--- config.mk ---
export PLATFORM = sky130hd
export DESIGN_NAME = led_flow_sched_flat
export DESIGN_NICKNAME = d
export VERILOG_FILES = /design/src/rtl/led_flow_sched_if.sv /design/src/rtl/led_flow_sched.sv /design/src/flat_wrapper.sv
export SDC_FILE = /design/constraint.sdc
export NUM_CORES = 1
export LEC_CHECK = 0
export BUFFER_PORTS_ARGS = -buffer_cell sky130_fd_sc_hd__buf_2
export CORE_MARGIN = 8
export CORE_UTILIZATION = 40
export DETAILED_ROUTE_END_ITERATION = 8
export GPL_TIMING_DRIVEN = 0
export PLACE_DENSITY_LB_ADDON = 0.08
export SETUP_SLACK_MARGIN = 0.15
export SLEW_MARGIN = 20
export SYNTH_ARGS = -nofsm -noshare
export SYNTH_HDL_FRONTEND = slang
export SYNTH_SLANG_ARGS = --single-unit
--- constraint.sdc ---
create_clock -name sys_clk50m -period 3.3 [get_ports sys_clk50m]
set_input_delay 0 -clock sys_clk50m [delete_from_list [all_inputs] [get_ports sys_clk50m]]
set_output_delay 0 -clock sys_clk50m [all_outputs]
set_load 0.03 [all_outputs]
--- src/rtl/led_flow_sched_if.sv ---
// led_flow_sched_if: groups the user-facing signals of the LED flow scheduler.
//   key_mode_n  - raw mode pushbutton, active-low, asynchronous to the clock
//   key_speed_n - raw speed pushbutton, active-low, asynchronous to the clock
//   en          - run enable; 0 freezes the display
//   led[3:0]    - LED drive, 1 = on (registered)
//   mode[1:0]   - current pattern mode (registered)
//   speed[1:0]  - current speed level, 0 = slowest (registered)
// master: the board/environment side.  slave: the scheduler.
interface led_flow_sched_if;
  logic       key_mode_n;
  logic       key_speed_n;
  logic       en;
  logic [3:0] led;
  logic [1:0] mode;
  logic [1:0] speed;

  modport master (
    output key_mode_n,
    output key_speed_n,
    output en,
    input  led,
    input  mode,
    input  speed
  );

  modport slave (
    input  key_mode_n,
    input  key_speed_n,
    input  en,
    output led,
    output mode,
    output speed
  );
endinterface

--- src/rtl/led_flow_sched.sv ---
// led_flow_sched: controller and scheduler for the 4-LED flow display.
// Synchronises and debounces the mode and speed pushbuttons, keeps the pattern
// mode (the FSM state) and speed level, runs the step-rate prescaler and
// sequences the LED register.
// Ports:
//   sys_clk50m - 50 MHz system clock
//   rst_n      - asynchronous active-low reset
//   bus        - led_flow_sched_if.slave (keys and en in; led, mode, speed out)
// Parameters:
//   TICK_DIV   - step period in clocks at speed 0; must be a multiple of 8
//   DEB_CNT    - debounce stability window in clocks
module led_flow_sched #(
  parameter int unsigned TICK_DIV = 12500000,
  parameter int unsigned DEB_CNT  = 1000000
) (
  input  logic             sys_clk50m,
  input  logic             rst_n,
  led_flow_sched_if.slave  bus
);

  localparam int unsigned PreW = $clog2(TICK_DIV);
  localparam int unsigned CntW = (DEB_CNT > 1) ? $clog2(DEB_CNT) : 1;

  localparam logic [CntW-1:0] DebLast  = CntW'(DEB_CNT - 1);
  // Last prescaler count for each speed level: period = TICK_DIV >> speed.
  localparam logic [PreW-1:0] PreLast0 = PreW'(TICK_DIV - 1);
  localparam logic [PreW-1:0] PreLast1 = PreW'((TICK_DIV >> 1) - 1);
  localparam logic [PreW-1:0] PreLast2 = PreW'((TICK_DIV >> 2) - 1);
  localparam logic [PreW-1:0] PreLast3 = PreW'((TICK_DIV >> 3) - 1);

  localparam int unsigned KeyMode  = 0;
  localparam int unsigned KeySpeed = 1;

  typedef enum logic [1:0] {
    StShiftL = 2'd0,
    StShiftR = 2'd1,
    StBounce = 2'd2,
    StBlink  = 2'd3
  } mode_e;

  function automatic logic [3:0] init_led(input mode_e m);
    unique case (m)
      StShiftL: init_led = 4'b0001;
      StShiftR: init_led = 4'b1000;
      StBounce: init_led = 4'b0001;
      StBlink:  init_led = 4'b1111;
      default:  init_led = 4'b0001;
    endcase
  endfunction

  // ---------------------------------------------------------------------------
  // Key path: 2-flop synchroniser, debounce counter, press pulse on 1->0.
  // ---------------------------------------------------------------------------
  logic [1:0]      raw_keys;
  logic [1:0]      sync1_q, sync2_q;
  logic [1:0]      stable_q, stable_d;
  logic [1:0]      press_q, press_d;
  logic [CntW-1:0] cnt_q [2];
  logic [CntW-1:0] cnt_d [2];

  assign raw_keys = {bus.key_speed_n, bus.key_mode_n};

  always_comb begin
    stable_d = stable_q;
    press_d  = '0;
    for (int k = 0; k < 2; k++) begin
      cnt_d[k] = '0;
      if (sync2_q[k] != stable_q[k]) begin
        if (cnt_q[k] == DebLast) begin
          stable_d[k] = ~stable_q[k];
        end else begin
          cnt_d[k] = cnt_q[k] + 1'b1;
        end
      end
      press_d[k] = stable_q[k] & ~stable_d[k];
    end
  end

  always_ff @(posedge sys_clk50m or negedge rst_n) begin
    if (!rst_n) begin
      sync1_q  <= '1;
      sync2_q  <= '1;
      stable_q <= '1;
      press_q  <= '0;
      cnt_q[0] <= '0;
      cnt_q[1] <= '0;
    end else begin
      sync1_q  <= raw_keys;
      sync2_q  <= sync1_q;
      stable_q <= stable_d;
      press_q  <= press_d;
      cnt_q[0] <= cnt_d[0];
      cnt_q[1] <= cnt_d[1];
    end
  end

  // ---------------------------------------------------------------------------
  // Mode FSM, speed, prescaler and LED sequencing.
  // ---------------------------------------------------------------------------
  mode_e           mode_q, mode_d;
  logic [1:0]      speed_q, speed_d;
  logic [PreW-1:0] pre_q, pre_d;
  logic [PreW-1:0] pre_last;
  logic [3:0]      led_q, led_d;
  logic            dir_up_q, dir_up_d;
  logic            mode_press, speed_press, tick;

  assign mode_press  = press_q[KeyMode];
  assign speed_press = press_q[KeySpeed];

  always_comb begin
    mode_d   = mode_q;
    speed_d  = speed_q;
    pre_d    = pre_q;
    led_d    = led_q;
    dir_up_d = dir_up_q;

    unique case (speed_q)
      2'd0:    pre_last = PreLast0;
      2'd1:    pre_last = PreLast1;
      2'd2:    pre_last = PreLast2;
      default: pre_last = PreLast3;
    endcase
    tick = bus.en && (pre_q == pre_last);

    if (speed_press) begin
      speed_d = speed_q + 2'd1;
    end

    if (mode_press) begin
      unique case (mode_q)
        StShiftL: mode_d = StShiftR;
        StShiftR: mode_d = StBounce;
        StBounce: mode_d = StBlink;
        default:  mode_d = StShiftL;
      endcase
    end

    // Any press restarts the step period.
    if (mode_press || speed_press || tick) begin
      pre_d = '0;
    end else if (bus.en) begin
      pre_d = pre_q + 1'b1;
    end

    // A mode press takes priority over a tick landing in the same cycle.
    if (mode_press) begin
      led_d    = init_led(mode_d);
      dir_up_d = 1'b1;
    end else if (tick) begin
      unique case (mode_q)
        StShiftL: begin
          if (!$onehot(led_q))       led_d = 4'b0001;
          else                       led_d = {led_q[2:0], led_q[3]};
        end
        StShiftR: begin
          if (!$onehot(led_q))       led_d = 4'b1000;
          else                       led_d = {led_q[0], led_q[3:1]};
        end
        StBounce: begin
          if (!$onehot(led_q)) begin
            led_d    = 4'b0001;
            dir_up_d = 1'b1;
          end else if (dir_up_q) begin
            if (led_q == 4'b1000) begin
              led_d    = 4'b0100;
              dir_up_d = 1'b0;
            end else begin
              led_d = led_q << 1;
            end
          end else begin
            if (led_q == 4'b0001) begin
              led_d    = 4'b0010;
              dir_up_d = 1'b1;
            end else begin
              led_d = led_q >> 1;
            end
          end
        end
        default: begin
          if (led_q == 4'b1111)      led_d = 4'b0000;
          else                       led_d = 4'b1111;
        end
      endcase
    end
  end

  always_ff @(posedge sys_clk50m or negedge rst_n) begin
    if (!rst_n) begin
      mode_q   <= StShiftL;
      speed_q  <= 2'd0;
      pre_q    <= '0;
      led_q    <= 4'b0000;
      dir_up_q <= 1'b1;
    end else begin
      mode_q   <= mode_d;
      speed_q  <= speed_d;
      pre_q    <= pre_d;
      led_q    <= led_d;
      dir_up_q <= dir_up_d;
    end
  end

  assign bus.led   = led_q;
  assign bus.mode  = mode_q;
  assign bus.speed = speed_q;

endmodule

--- src/flat_wrapper.sv ---
// flat-port wrapper written by rule: the top's interface ports become plain ports
module led_flow_sched_flat 
#(
  parameter int unsigned TICK_DIV = 12500000,
  parameter int unsigned DEB_CNT  = 1000000
)
  (sys_clk50m, rst_n, bus_key_mode_n, bus_key_speed_n, bus_en, bus_led, bus_mode, bus_speed);
  led_flow_sched_if bus_i ();
  input  logic sys_clk50m;
  input  logic rst_n;
  input wire logic [$bits(bus_i.key_mode_n)-1:0] bus_key_mode_n;
  input wire logic [$bits(bus_i.key_speed_n)-1:0] bus_key_speed_n;
  input wire logic [$bits(bus_i.en)-1:0] bus_en;
  output wire logic [$bits(bus_i.led)-1:0] bus_led;
  output wire logic [$bits(bus_i.mode)-1:0] bus_mode;
  output wire logic [$bits(bus_i.speed)-1:0] bus_speed;
  assign bus_i.key_mode_n = bus_key_mode_n;
  assign bus_i.key_speed_n = bus_key_speed_n;
  assign bus_i.en = bus_en;
  assign bus_led = bus_i.led;
  assign bus_mode = bus_i.mode;
  assign bus_speed = bus_i.speed;
  led_flow_sched #(.TICK_DIV(TICK_DIV), .DEB_CNT(DEB_CNT)) u_core (.sys_clk50m(sys_clk50m), .rst_n(rst_n), .bus(bus_i));
endmodule
# == After elaboration in Yosys (flattened, before gate mapping) ==
# Index checks and enable logic that the tools add are counted.
# word_totals
reg_bits,81
inputBits,5
out_inout_bits,8
elab_cells,82
# classes
addsub,7
eq_ne,16
n_mux,31
bitwise,6
reduce_logical,11
# op_table
operator,n
2-to-1 mux 20 bit,4
one-hot mux 24 bit (3 select lines),1
2-to-1 mux 24 bit,2
"adder 20 x 1 -> 20 bit, second input constant",2
"equality test 20 bit, second input constant",2
2-to-1 mux 4 bit,8
"adder 24 x 1 -> 24 bit, second input constant",1
equality test 24 bit,1
one-hot mux 4 bit (3 select lines),2
2-to-1 mux 1 bit,11
"equality test 2 bit, second input constant",4
"equality test 4 bit, second input constant",2
"equality test 2 x 1 -> 1 bit, second input constant",3
logical NOT 2 bit,3
one-hot mux 2 bit (3 select lines),1
nonzero test 2 bit,3
adder 1 x 1 -> 2 bit,2
"equality test 4 x 1 -> 1 bit, second input constant",1
NOT 1 bit,4
adder 3 bit,1
"equality test 3 x 1 -> 1 bit, second input constant",1
2-to-1 mux 3 bit,1
"adder 2 x 1 -> 2 bit, second input constant",1
AND 1 bit,2
6 further kinds,8

# == Longest topological paths before layout ==
# Gate-level depths: netlist of the first run.
# logic_depth
word_depth,7
depth_mapped,10
ltp_nobuf,10

# == Least setup slack after synthesis of the first run ==
# OpenSTA, ideal clock, no wires.
# synth_path
kind,reg-to-reg
startpoint,"reg u_core.led_q[2], in the netlist u_core.bus.led[2]"
endpoint,"reg u_core.led_q[3], in the netlist u_core.bus.led[3]"
setup_time_ns,0.066
arrival_ns,2.572
required_time_ns,3.234
slack_ns,0.662
path_stages_with_launch,10
path_buffers,0
synth_period_minus_slack_ns,2.638
path_cell_list,dfrtp_1 inv_1 ha_1 ha_1 inv_1 fa_1 nand3_1 o31a_1 a2111oi_0 o31a_1
# synth_via
elab_chain_cells,7
elab_cells_between_ends,14
classes_between,add/sub (2); eq/ne (3); mux (9)
# synth_lines
item,line_no,rtl
"start, declared",led_flow_sched.sv:104,"logic [3:0] led_q, led_d;"
"start signal, assigned",led_flow_sched.sv:199,led_q <= led_d;
adder 1 x 1 -> 2 bit (not written as such) / equality test 4 bit (equally long branches),n/a,
adder 3 bit (not written as such) / 2-to-1 mux 4 bit (equally long branches),n/a,
equality test 3 x 1 -> 1 bit / 2-to-1 mux 4 bit (equally long branches),n/a,
2-to-1 mux 4 bit (on tied branches),"led_flow_sched.sv:161, led_flow_sched.sv:153, led_flow_sched.sv:157",
one-hot mux 4 bit (3 select lines) *,led_flow_sched.sv:151,unique case (mode_q)
2-to-1 mux 4 bit *,led_flow_sched.sv:150,end else if (tick) begin
2-to-1 mux 4 bit *,led_flow_sched.sv:147,if (mode_press) begin
# Every way passes the cells marked *; elsewhere a longest branch is shown, timed or not. The select of a mux whose other input is x is not followed.
# A chain may end at the register's enable or synchronous reset.

# == Worst setup path in the final report of the first run ==
# Same ends and word-level chain as after synthesis.

==> results.md, run 1 <==
* EDFF count, synth at 0
* Syn Nets at 477
* Pwr Density at 431.2 mW/mm2
* #FFs+latches synth at slightly above 80
* Fill count at 1054
* Slew Limit Fails at 0
* Max stage delay on crit path at 0.48 ns
* Via density at 5.051
* DRC Markers at 0
* Worst path slowest cell: fa_1
* PortBufs at 11
* Minimum clock period at about 2.7 ns
* Setup crit start kind: flip-flop
* Reg2Reg Capture Point: u_core.bus.led[3]
* Asr flop ratio synth at 100.0%
* Num CTS Buffers at 9
* Synth Flop Type: dfrtp_1
* Sequential element share of the synthesized area at 46.77%
* Worst setup margin at 0.5651 ns
* Synth top area share at between 40% and 50%
* CTS tree: built
* FP Rows at 38
* Pre-Repair DR Iteration Count at 4
* Final HPWL DP at about 6000 um
* Crit Path Class: flip-flop to flip-flop
* Status: complete, no violations
* Share of cells above drive strength 1 at 9.544%
* Final ANT Viol Nets at 0
* Die width at ~120 um
* Number of global-route vias before repair at 3191
* Global-route wire length before repair at 15270 um
* Initial antenna violation count at 0
* Final Non-Filler Cells at 622
* Final net count at 504
* Final wirelength at 8390 um
* Leakage at between 2 and 2.5 nW
* Total gr overflow at 0
* Root Driver: clkbuf_8
* Vias at around 3100
* Worst reg-to-reg path cell count at 9
* Setup TNS at 0 ns
* CP arrival at 3.03 ns
* Ant diodes at 0
* Largest net degree at the start of global routing at just over 50
* CTS H-tree lvls at 3
* Crit end category: flip-flop
* CTS max path bufs at 2
* Die Footprint at between 0.01 and 0.015 mm2
* Setup repair after global routing missed its margin: no
* Max-Cap Viols at 0
* Worst slew margin at between 60 and 70%
* Final setup fails at 0
* Hold Worst Slack at 0.1177 ns
* Inst Count DP at 602
* Pre-CTS setup slack at 0.4154 ns
* Clk sink count at 81
* Clk_lat worst skew at 0.36 ns
* Post-Syn Instances at 450
* DR WL/cell at approximately 13 um
* Die Y at 120.3 um
* R2r setup slk at around 0.57 ns
* HP Class: primary input to asynchronous set/reset pin
* Final Hold Fails at 0
* Gpl congestion at 0.8111
* Worst Max-Slew Pin Slew at between 0.4 and 0.5 ns
* Most area-consuming cells after synthesis: dfrtp_1, xnor2_1, nor2_1
* Ports at 13
* Area Overhead vs Synth at 12.39%
* Total power at between 2 and 2.5 mW
* Post-CTS setup buffers at 0
* Worst-path clk slew at 0.09 ns
* Max IR drop VDD at 188.3 uV
* Mean post-synth cell area at 9.673 um2
* Synth area leader: dfrtp_1
* Most common cell after layout, fill and taps aside: nor2_1
* Initial detailed-routing violation count at 124
* Ratio of final minimum period to clock period at 82.88%
* Cell variety after synth at 53
* Total core area at 0.01075 mm2
* Most frequent cells in the layout: nor2_1, dfrtp_1, xnor2_1, nand2_1, inv_1
* Netlist Area Pre-Place at between 0.004 and 0.005 mm2
* Initial core utilization at between 40 and 50%
* Worst Path Max Fanout at 7
* Crit-path cells: inv_1 -> ha_1 -> ha_1 -> inv_1 -> fa_1 -> nand3_1 -> o31a_1 -> a2111oi_0 -> o31a_1
* FF-to-FF Start: u_core.bus.led[2]
* Synth warn at 0
* Req. time, crit path at approximately 3.6 ns
* Total GRT Usage at 12.93%
* Fmax at 365.6 MHz
* Worst Skew at roughly 0.014 ns
[how the worst max path moves through the flow]
stage / startpoint / cells past startpoint / slack [ns] / to
2_1_floorplan: u_core.bus.led[2] / 9 / 0.66 / u_core.bus.led[3]
3_3_place_gp: u_core.bus.speed[0] / 8 / 0.44 / u_core.pre_q[17]
3_5_place_dp: u_core.bus.speed[0] / 8 / 0.42 / u_core.pre_q[22]
4_1_cts: u_core.bus.speed[0] / 8 / 0.37 / u_core.pre_q[22]
5_1_grt: u_core.bus.speed[0] / 8 / 0.23 / u_core.pre_q[20]
6_report: u_core.bus.led[2] / 9 / 0.57 / u_core.bus.led[3]
[flip-flops by register name, summed over array words and instances (netlist names)]
name,flops
u_core.cnt_q,40
u_core.pre_q,24
u_core.bus.led,4
u_core.bus.mode,2
u_core.bus.speed,2
u_core.press_q,2
u_core.stable_q,2
u_core.sync1_q,2
u_core.sync2_q,2
u_core.dir_up_q,1
[critical path: cells and delay by family (launching register included)]
| kind | cells | cell delay, ns |
|---|---|---|
| compound gates | 3 | 0.92 |
| buf+inv | 2 | 0.17 |
| flops | 1 | 0.47 |
| simple gates | 1 | 0.20 |
| fa+ha+maj | 3 | 0.92 |
[metal layers]
layer | vias up | share of wire, % | GRT usage, %
met5 | - | 0 | 0
met4 | 0 | 1.5 | 6.089
met3 | 10 | 2.3 | 2.424
met2 | 27 | 46 | 20.26
met1 | 1513 | 50 | 16.99
li1 | 1592 | - | -
[cells in the mapped netlist (all sizes together) (2+ instances only)]
cell / count
nor2: 80
dfrtp: 74
xnor2: 46
nand2: 28
inv: 24
nand3: 22
ha: 21
xor2: 17
nor3: 15
nand4: 10
nor4: 10
o21ai: 10
and3: 9
dfstp: 7
a21oi: 5
and2: 4
and4: 4
buf: 4
clkbuf: 4
or4: 4
mux2: 3
nand3b: 3
nor2b: 3
o21a: 3
o31ai: 3
or3: 3
or3b: 3
a211oi: 2
a21o: 2
a31oi: 2
mux2i: 2
nor3b: 2
nor4b: 2
o211ai: 2
o31a: 2
[cell families after synthesis]
group                      after synthesis  synth area share, %
buffers and inverters                   32                2.874
xor gates and xnor gates                63                12.68
and+or+nand+nor                        207                23.63
adders and majority gates               22                6.496
AOI/OAI and AO/OA                       40                6.323
muxes                                    5                1.236
DFF                                     81                46.77
[through the flow]
stage	area [um2]	utilization, %
after floorplan	4353	-
after global placement	4583	42.65
after detailed placement	4613	42.93
after CTS	4888	45.49
after global routing	4892	45.53
final	4892	45.53
[where the power goes]
group,internal [mW],switching (mW)
logic,0.0642,0.0863
clock network,0.500,0.358
registers,1.04,0.0582
total,1.61,0.502
[layout make-up]
| class | count | area, um2 | share of cell area [%] |
|---|---|---|---|
| buffer | 8 | 35.03 | 0.7161 |
| clock buffer | 10 | 127.6 | 2.609 |
| clock inverter | 6 | 107.6 | 2.199 |
| inverter | 24 | 90.09 | 1.841 |
| multi-input combinational | 337 | 2196 | 44.89 |
| sequential | 81 | 2036 | 41.61 |
| tap | 140 | 175.2 | 3.581 |
| timing repair buffer | 16 | 125.1 | 2.558 |
[timing repair]
item,in CTS,in global routing
gates resized for setup,0,1
hold endpoints to repair,58,0
hold buffers,4,0
setup endpoints to repair,0,20
No activity file was read; power rests on OpenSTA's default activity.
==> run 2: changes to the inputs <==
==> constraint.sdc (replaced) <==
create_clock -name sys_clk50m -period 2.4 [get_ports sys_clk50m]
set_input_delay 0 -clock sys_clk50m [delete_from_list [all_inputs] [get_ports sys_clk50m]]
set_output_delay 0 -clock sys_clk50m [all_outputs]
set_load 0.03 [all_outputs]
==> run 2 against run 1 <==
Against the previous run:
- the flow now finishes with violations (setup timing)
- sequential share of layout area decreased by 2.0 points
- via count rose by 3.0%
- setup slack got worse by 0.63 ns
- first-iteration DRC count is 23% higher
- cell area up 5.5%
- worst hold slack lost 0.073 ns
- die area is the same
- sequential cell count stayed put
- wire length grew 7.6%
- clock-buffer cell count grew 1
- non-clock buffer count rose by 16
- critical path type unchanged
==> results.md, run 2 (same netlist as run 1, synthesis figures left out) <==
* Status: complete, but fails checks (was complete, no violations)
* Failing checks: setup timing
* DRC Markers at 0 (unchanged)
* Num CTS Buffers at 9 (unchanged)
* Ratio of final minimum period to clock period at 102.5% (was 82.88%)
* Reg2Reg Capture Point: u_core.bus.led[0] (was u_core.bus.led[3])
* Root Driver: clkbuf_8 (unchanged)
* Final Hold Fails at 0 (unchanged)
* Worst Skew at 0.009238 ns (was 0.01444 ns)
* Number of global-route vias before repair at 3272 (was 3191)
* Ant diodes at 0 (unchanged)
* CTS H-tree lvls at 3 (unchanged)
* Worst slew margin at 71.91% (was 69.56%)
* Vias at 3237 (was 3142)
* Worst path slowest cell: or4bb_1 (was fa_1)
* Crit Path Class: flip-flop to flip-flop (unchanged)
* Total power at 2.851 mW (was 2.110 mW)
* Pre-CTS setup slack at -0.4176 ns (was 0.4154 ns)
* Share of cells above drive strength 1 at 19.68% (was 9.544%)
* Fin util at 48.06% (was 45.53%)
* Minimum clock period at 2.460 ns (was 2.735 ns)
* Slew Limit Fails at 0 (unchanged)
* Max stage delay on crit path at 0.52 ns (was 0.48 ns)
* Hold Worst Slack at 0.04462 ns (was 0.1177 ns)
* Pwr Density at 552.2 mW/mm2 (was 431.2 mW/mm2)
* Crit end category: flip-flop (unchanged)
* Via density at 5.074 (was 5.051)
* Worst reg-to-reg path cell count at 9 (unchanged)
* Worst setup margin at -0.06038 ns (was 0.5651 ns)
* Global-route wire length before repair at 15640 um (was 15270 um)
* PortBufs at 11 (unchanged)
* Final Cell Area at 0.005164 mm2 (was 0.004892 mm2)
* HP Class: primary input to flip-flop (was primary input to asynchronous set/reset pin)
* Area Overhead vs Synth at 18.63% (was 12.39%)
* Clk sink count at 81 (unchanged)
* Final ANT Viol Nets at 0 (unchanged)
* Pre-Repair DR Iteration Count at 4 (unchanged)
* Hold endpoint: u_core.pre_q[0]
* Total gr overflow at 0 (unchanged)
* Initial detailed-routing violation count at 152 (was 124)
* Most frequent cells in the layout: nor2_1, dfrtp_1, xnor2_1, nand2_1, inv_1 (unchanged)
* Max-Cap Viols at 0 (unchanged)
* R2r setup slk at -0.06 ns (was 0.57 ns)
* Worst Max-Slew Pin Slew at 0.4214 ns (was 0.4567 ns)
* Setup crit start kind: flip-flop (unchanged)
* Crit-path cells: inv_4 -> buf_4 -> ha_2 -> or4bb_1 -> o31ai_2 -> o2111ai_2 -> buf_6 -> o21a_4 -> mux2_4 (was inv_1 -> ha_1 -> ha_1 -> inv_1 -> fa_1 -> nand3_1 -> o31a_1 -> a2111oi_0 -> o31a_1)
* Ports at 13 (unchanged)
* Final wirelength at 9026 um (was 8390 um)
* DR WL/cell at 14.15 um (was 13.49 um)
* CTS max path bufs at 2 (unchanged)
* Final net count at 520 (was 504)
* CTS tree: built (unchanged)
* Initial core utilization at 40.51% (unchanged)
* Die width at 120.3 um (unchanged)
* Max IR drop VDD at 346.0 uV (was 188.3 uV)
* Worst Path Max Fanout at 5 (was 7)
* Setup repair after global routing missed its margin: yes (was no)
* Initial antenna violation count at 0 (unchanged)
* Fill count at 1040 (was 1054)
* Min-delay src: bus_en
* Clk_lat worst skew at 0.35 ns (was 0.36 ns)
* Final HPWL DP at 6110 um (was 5992 um)
* Total core area at 0.01075 mm2 (unchanged)
* Final setup fails at 12 (was 0)
* CP arrival at 2.70 ns (was 3.03 ns)
* Placed cell area at 0.004634 mm2 (was 0.004613 mm2)
* Total GRT Usage at 13.28% (was 12.93%)
* Die Y at 120.3 um (unchanged)
* Hold Path Stages at 3
* Reg with most FFs: u_core.cnt_q (unchanged)
* Req. time, crit path at 2.64 ns (was 3.60 ns)
* Fmax at 406.4 MHz (was 365.6 MHz)
* FF-to-FF Start: u_core.bus.speed[0] (was u_core.bus.led[2])
* Leakage at 2.116 nW (was 2.057 nW)
* Worst-path clk slew at 0.08 ns (was 0.09 ns)
* Largest net degree at the start of global routing at 53 (was 51)
* Max FFs per register at 40 (unchanged)
* FP Rows at 38 (unchanged)
* Die Footprint at 0.01448 mm2 (unchanged)
* Gpl congestion at 0.7966 (was 0.8111)
## run 2: changes by cell type in the layout (fill, tap and decap cells not counted), moves of 4 or more
cell     change
buf_4       +13
nor2_2      +11
dfrtp_1      -6
dfrtp_2      +6
buf_6        +6
ha_1         -4
nor2_1      -12
## run 2: per-stage QoR
| stage | cells | TNS, ns |
|---|---|---|
| final | 638 | -0.4276 |
| after global placement | 601 | -9.251 |
| after CTS | 638 | -0.7705 |
| after floorplan | 450 | -0.7227 |
| after global routing | 638 | -3.605 |
| after detailed placement | 602 | -9.262 |
## run 2: power breakdown
part / internal [mW] / switching, mW / leakage, nW
combinational: 0.112 / 0.136 / 0.943
clock: 0.585 / 0.499 / 0.0995
sequential: 1.43 / 0.0843 / 1.07
## run 2: worst max path at each step
stage | startpoint | endpoint | cells after the start
2_1_floorplan | u_core.bus.speed[0] | u_core.dir_up_q | 7
3_3_place_gp | u_core.bus.speed[0] | u_core.pre_q[17] | 8
3_5_place_dp | u_core.bus.speed[0] | u_core.pre_q[6] | 8
4_1_cts | u_core.bus.speed[0] | u_core.bus.led[0] | 8
5_1_grt | u_core.bus.speed[0] | u_core.pre_q[6] | 11
6_report | u_core.bus.speed[0] | u_core.bus.led[0] | 9
## run 2: final cells by class
| type | instances | area (um2) | share of cell area (%) |
|---|---|---|---|
| plain buffers | 8 | 51.30 | 0.9935 |
| clock buffers | 11 | 131.4 | 2.544 |
| clock inverters | 5 | 80.08 | 1.551 |
| inverters | 24 | 92.59 | 1.793 |
| multi-input cells | 337 | 2332 | 45.17 |
| flip-flops and latches | 81 | 2043 | 39.57 |
| well taps | 140 | 175.2 | 3.392 |
| repair buffers | 32 | 257.7 | 4.992 |
## run 2: worst max-delay path, delay by kind of cell, from the launching register on
family,cells,cell delay [ns]
adder cells (fa/ha/maj),1,0.21
buffers and inverters,3,0.38
AND/OR/NAND/NOR,1,0.52
multiplexers,1,0.29
flip-flops,1,0.44
AO/OA/AOI/OAI,3,0.51
## run 2: timing repair
action,CTS,global route
buffers inserted,16,0
pin swaps,19,5
hold buffers,3,0
endpoints found under the hold margin,76,0
resized for setup,29,15
cloned,1,0
endpoints found under the setup margin,48,48
## run 2: per-layer routing
metal | track usage, % | part of all wire [%]
met1 | 17.68 | 49
met2 | 20.82 | 46
met3 | 2.331 | 2.6
met4 | 5.855 | 1.7
met5 | 0 | 0
==> run 3: changes to the inputs <==
--- a/config.mk
+++ b/config.mk
@@ -12,6 +12,7 @@
 export GPL_TIMING_DRIVEN = 0
 export PLACE_DENSITY_LB_ADDON = 0.08
 export SETUP_SLACK_MARGIN = 0.15
+export SKIP_LAST_GASP = 1
 export SLEW_MARGIN = 20
 export SYNTH_ARGS = -nofsm -noshare
 export SYNTH_HDL_FRONTEND = slang
==> run 3 against run 2 <==
Against the previous run:
- the run still ends with setup timing left
- setup slack got worse by 0.0022 ns
- worst hold slack got worse by 0.0042 ns
- critical endpoint unchanged
- critical path depth did not move
- critical path type unchanged
- combinational power fell by 6%
- largest cell class unchanged
- clock-buffer cell count did not move
- register-to-register slack barely moved
==> results.md, run 3 (same netlist as run 1, synthesis figures left out) <==
* Status: complete, but fails checks (unchanged)
* Failing checks: setup timing (unchanged)
* Total gr overflow at 0 (unchanged)
* Fmax at 406.1 MHz (was 406.4 MHz)
* Reg with most FFs: u_core.cnt_q (unchanged)
* Ratio of final minimum period to clock period at 102.6% (was 102.5%)
* Part of the power in registers at 53.5% (was 53.3%)
* Ant diodes at 0 (unchanged)
* Post-Route M1 WL at 4470 um (was 4452 um)
* Clk_lat worst skew at 0.35 ns (about the same)
* Worst setup margin at -0.06262 ns (was -0.06038 ns)
* Comb pwr share at 8.2% (was 8.7%)
* Inst Count DP at 602 (unchanged)
* Final wirelength at 9002 um (was 9026 um)
* Setup crit start kind: flip-flop (unchanged)
* Initial core utilization at 40.51% (unchanged)
* Crit-path cells: inv_4 -> buf_4 -> ha_2 -> or4bb_1 -> o31ai_2 -> o2111ai_2 -> buf_6 -> o21a_4 -> mux2_4 (unchanged)
* Max-Cap Viols at 0 (unchanged)
* Final Non-Filler Cells at 638 (unchanged)
* Share of cells above drive strength 1 at 19.08% (was 19.68%)
* Max FFs per register at 40 (unchanged)
* PortBufs at 11 (unchanged)
* Most common cell after layout, fill and taps aside: nor2_1
* Minimum clock period at 2.463 ns (was 2.460 ns)
* DR WL/cell at 14.11 um (was 14.15 um)
* Global-route wire length before repair at 15600 um (was 15640 um)
* Num CTS Buffers at 9 (unchanged)
* Final net count at 520 (unchanged)
* Sw frac at 25.16% (was 25.26%)
* Worst path slowest cell: or4bb_1 (unchanged)
* Leakage at 2.117 nW (was 2.116 nW)
* Pre-CTS setup slack at -0.4176 ns (unchanged)
* Final setup fails at 12 (unchanged)
* Largest net degree at the start of global routing at 53 (unchanged)
* Area Overhead vs Synth at 18.34% (was 18.63%)
* Part of the power in the clock network at 38.3% (was 38.0%)
* Pwr Density at 550.5 mW/mm2 (was 552.2 mW/mm2)
* Crit Path Class: flip-flop to flip-flop (unchanged)
* HP Class: primary input to flip-flop (unchanged)
* Total core area at 0.01075 mm2 (unchanged)
* Gpl congestion at 0.7966 (unchanged)
* Vias at 3228 (was 3237)
* Max stage delay on crit path at 0.52 ns (about the same)
* FP Rows at 38 (unchanged)
* Worst Skew at 0.009296 ns (was 0.009238 ns)
* Worst Max-Slew Pin Slew at 0.4116 ns (was 0.4214 ns)
* Final ANT Viol Nets at 0 (unchanged)
* Delay-heaviest family, CP: simple AND/OR/NAND/NOR gates (unchanged)
* Via density at 5.060 (was 5.074)
* DRC Markers at 0 (unchanged)
* CTS max path bufs at 2 (unchanged)
* Met2 routed WL at 4149 um (was 4188 um)
* Setup repair after global routing missed its margin: yes (unchanged)
* Total GRT Usage at 13.22% (was 13.28%)
* CTS tree: built (unchanged)
* Initial detailed-routing violation count at 159 (was 152)
* Number of global-route vias before repair at 3264 (was 3272)
* Die Footprint at 0.01448 mm2 (unchanged)
* Ports at 13 (unchanged)
* Slew Limit Fails at 0 (unchanged)
* CP arrival at 2.70 ns (about the same)
* Worst slew margin at 72.40% (was 71.91%)
* Final Hold Fails at 0 (unchanged)
* CTS H-tree lvls at 3 (unchanged)
* Worst Path Max Fanout at 5 (unchanged)
* Req. time, crit path at 2.64 ns (about the same)
* CP Buf/Inv Count at 3 (unchanged)
* Most frequent cells in the layout: nor2_1, dfrtp_1, xnor2_1, nand2_1, inv_1 (unchanged)
* DR top layer: met4 (unchanged)
* Final HPWL DP at 6110 um (unchanged)
* Max IR drop VDD at 347.9 uV (was 346.0 uV)
* Worst-path clk slew at 0.08 ns (about the same)
* Clk sink count at 81 (unchanged)
* Pre-Repair DR Iteration Count at 5 (was 4)
* Net Switching at 0.7135 mW (was 0.7201 mW)
* Initial antenna violation count at 0 (unchanged)
* Die Y at 120.3 um (unchanged)
* Root Driver: clkbuf_8 (unchanged)
* Int Power at 2.122 mW (was 2.131 mW)
* Die width at 120.3 um (unchanged)
* Crit end category: flip-flop (unchanged)
* Met3 wire len at 228 um (was 236 um)
run 3: metrics by stage:
| step | cell area (um2) | setup TNS (ns) | utilization (%) | hold WS [ns] | power, mW |
|---|---|---|---|---|---|
| finish | 5151 | -0.4575 | 47.94 | 0.04042 | 2.836 |
| global route | 5151 | -3.496 | 47.94 | 0.04577 | 2.985 |
| global placement | 4604 | -9.251 | 42.85 | 0.1064 | 1.737 |
| CTS | 5104 | -0.7705 | 47.50 | 0.02148 | 2.886 |
| floorplan | 4374 | -0.7227 | - | -0.2956 | 1.666 |
| detailed placement | 4634 | -9.262 | 43.13 | -0.02688 | 1.750 |
run 3: path summary, 6_finish.rpt:
path                                     start                end  slack (ns)  depth (start not counted)
max                        u_core.bus.speed[0]  u_core.bus.led[0]       -0.06                          9
max reg2reg                u_core.bus.speed[0]  u_core.bus.led[0]       -0.06                          9
min reg2reg                  u_core.sync1_q[0]  u_core.sync2_q[0]        0.36                          0
max in group asynchronous                rst_n    u_core.dir_up_q        1.62                          3
min in group asynchronous                rst_n    u_core.cnt_q[9]        0.12                          2
min                                     bus_en    u_core.pre_q[0]        0.04                          3
run 3: what timing repair did:
| item | CTS | global route |
|---|---|---|
| gates cloned | 1 | 0 |
| setup endpoints to repair | 48 | 48 |
| setup buffers | 16 | 0 |
| hold buffers | 3 | 0 |
| hold endpoints to repair | 76 | 0 |
| gates resized for setup | 26 | 14 |
| pin swaps | 19 | 4 |
run 3: power by group through the flow:
stage	combinational [mW]	clock [mW]	sequential [mW]
finish	0.232	1.09	1.52
global route	0.270	1.18	1.53
CTS	0.231	1.14	1.52
detailed placement	0.208	0	1.54
global placement	0.196	0	1.54
floorplan	0.141	0	1.52
run 3: final cells by class:
class                           count  area [um2]
Tap cell                          140       175.2
Fill cell                        1033        5594
Timing Repair Buffer               32       257.7
Multi-Input combinational cell    337        2320
Buffer                              8       51.30
Inverter                           24       92.59
Clock inverter                      5       80.08
Clock buffer                       11       131.4
Sequential cell                    81        2043
run 3: metal layers:
layer	vias up	global-route usage [%]
met2	30	20.68
met3	14	2.331
met5	-	0
met1	1556	17.62
met4	0	5.855
li1	1628	-
run 3: tightest hold or removal path, cell delays in order:
cell and delay [ns]:
buf_2 0.17, xnor2_1 0.15, nor2_2 0.04
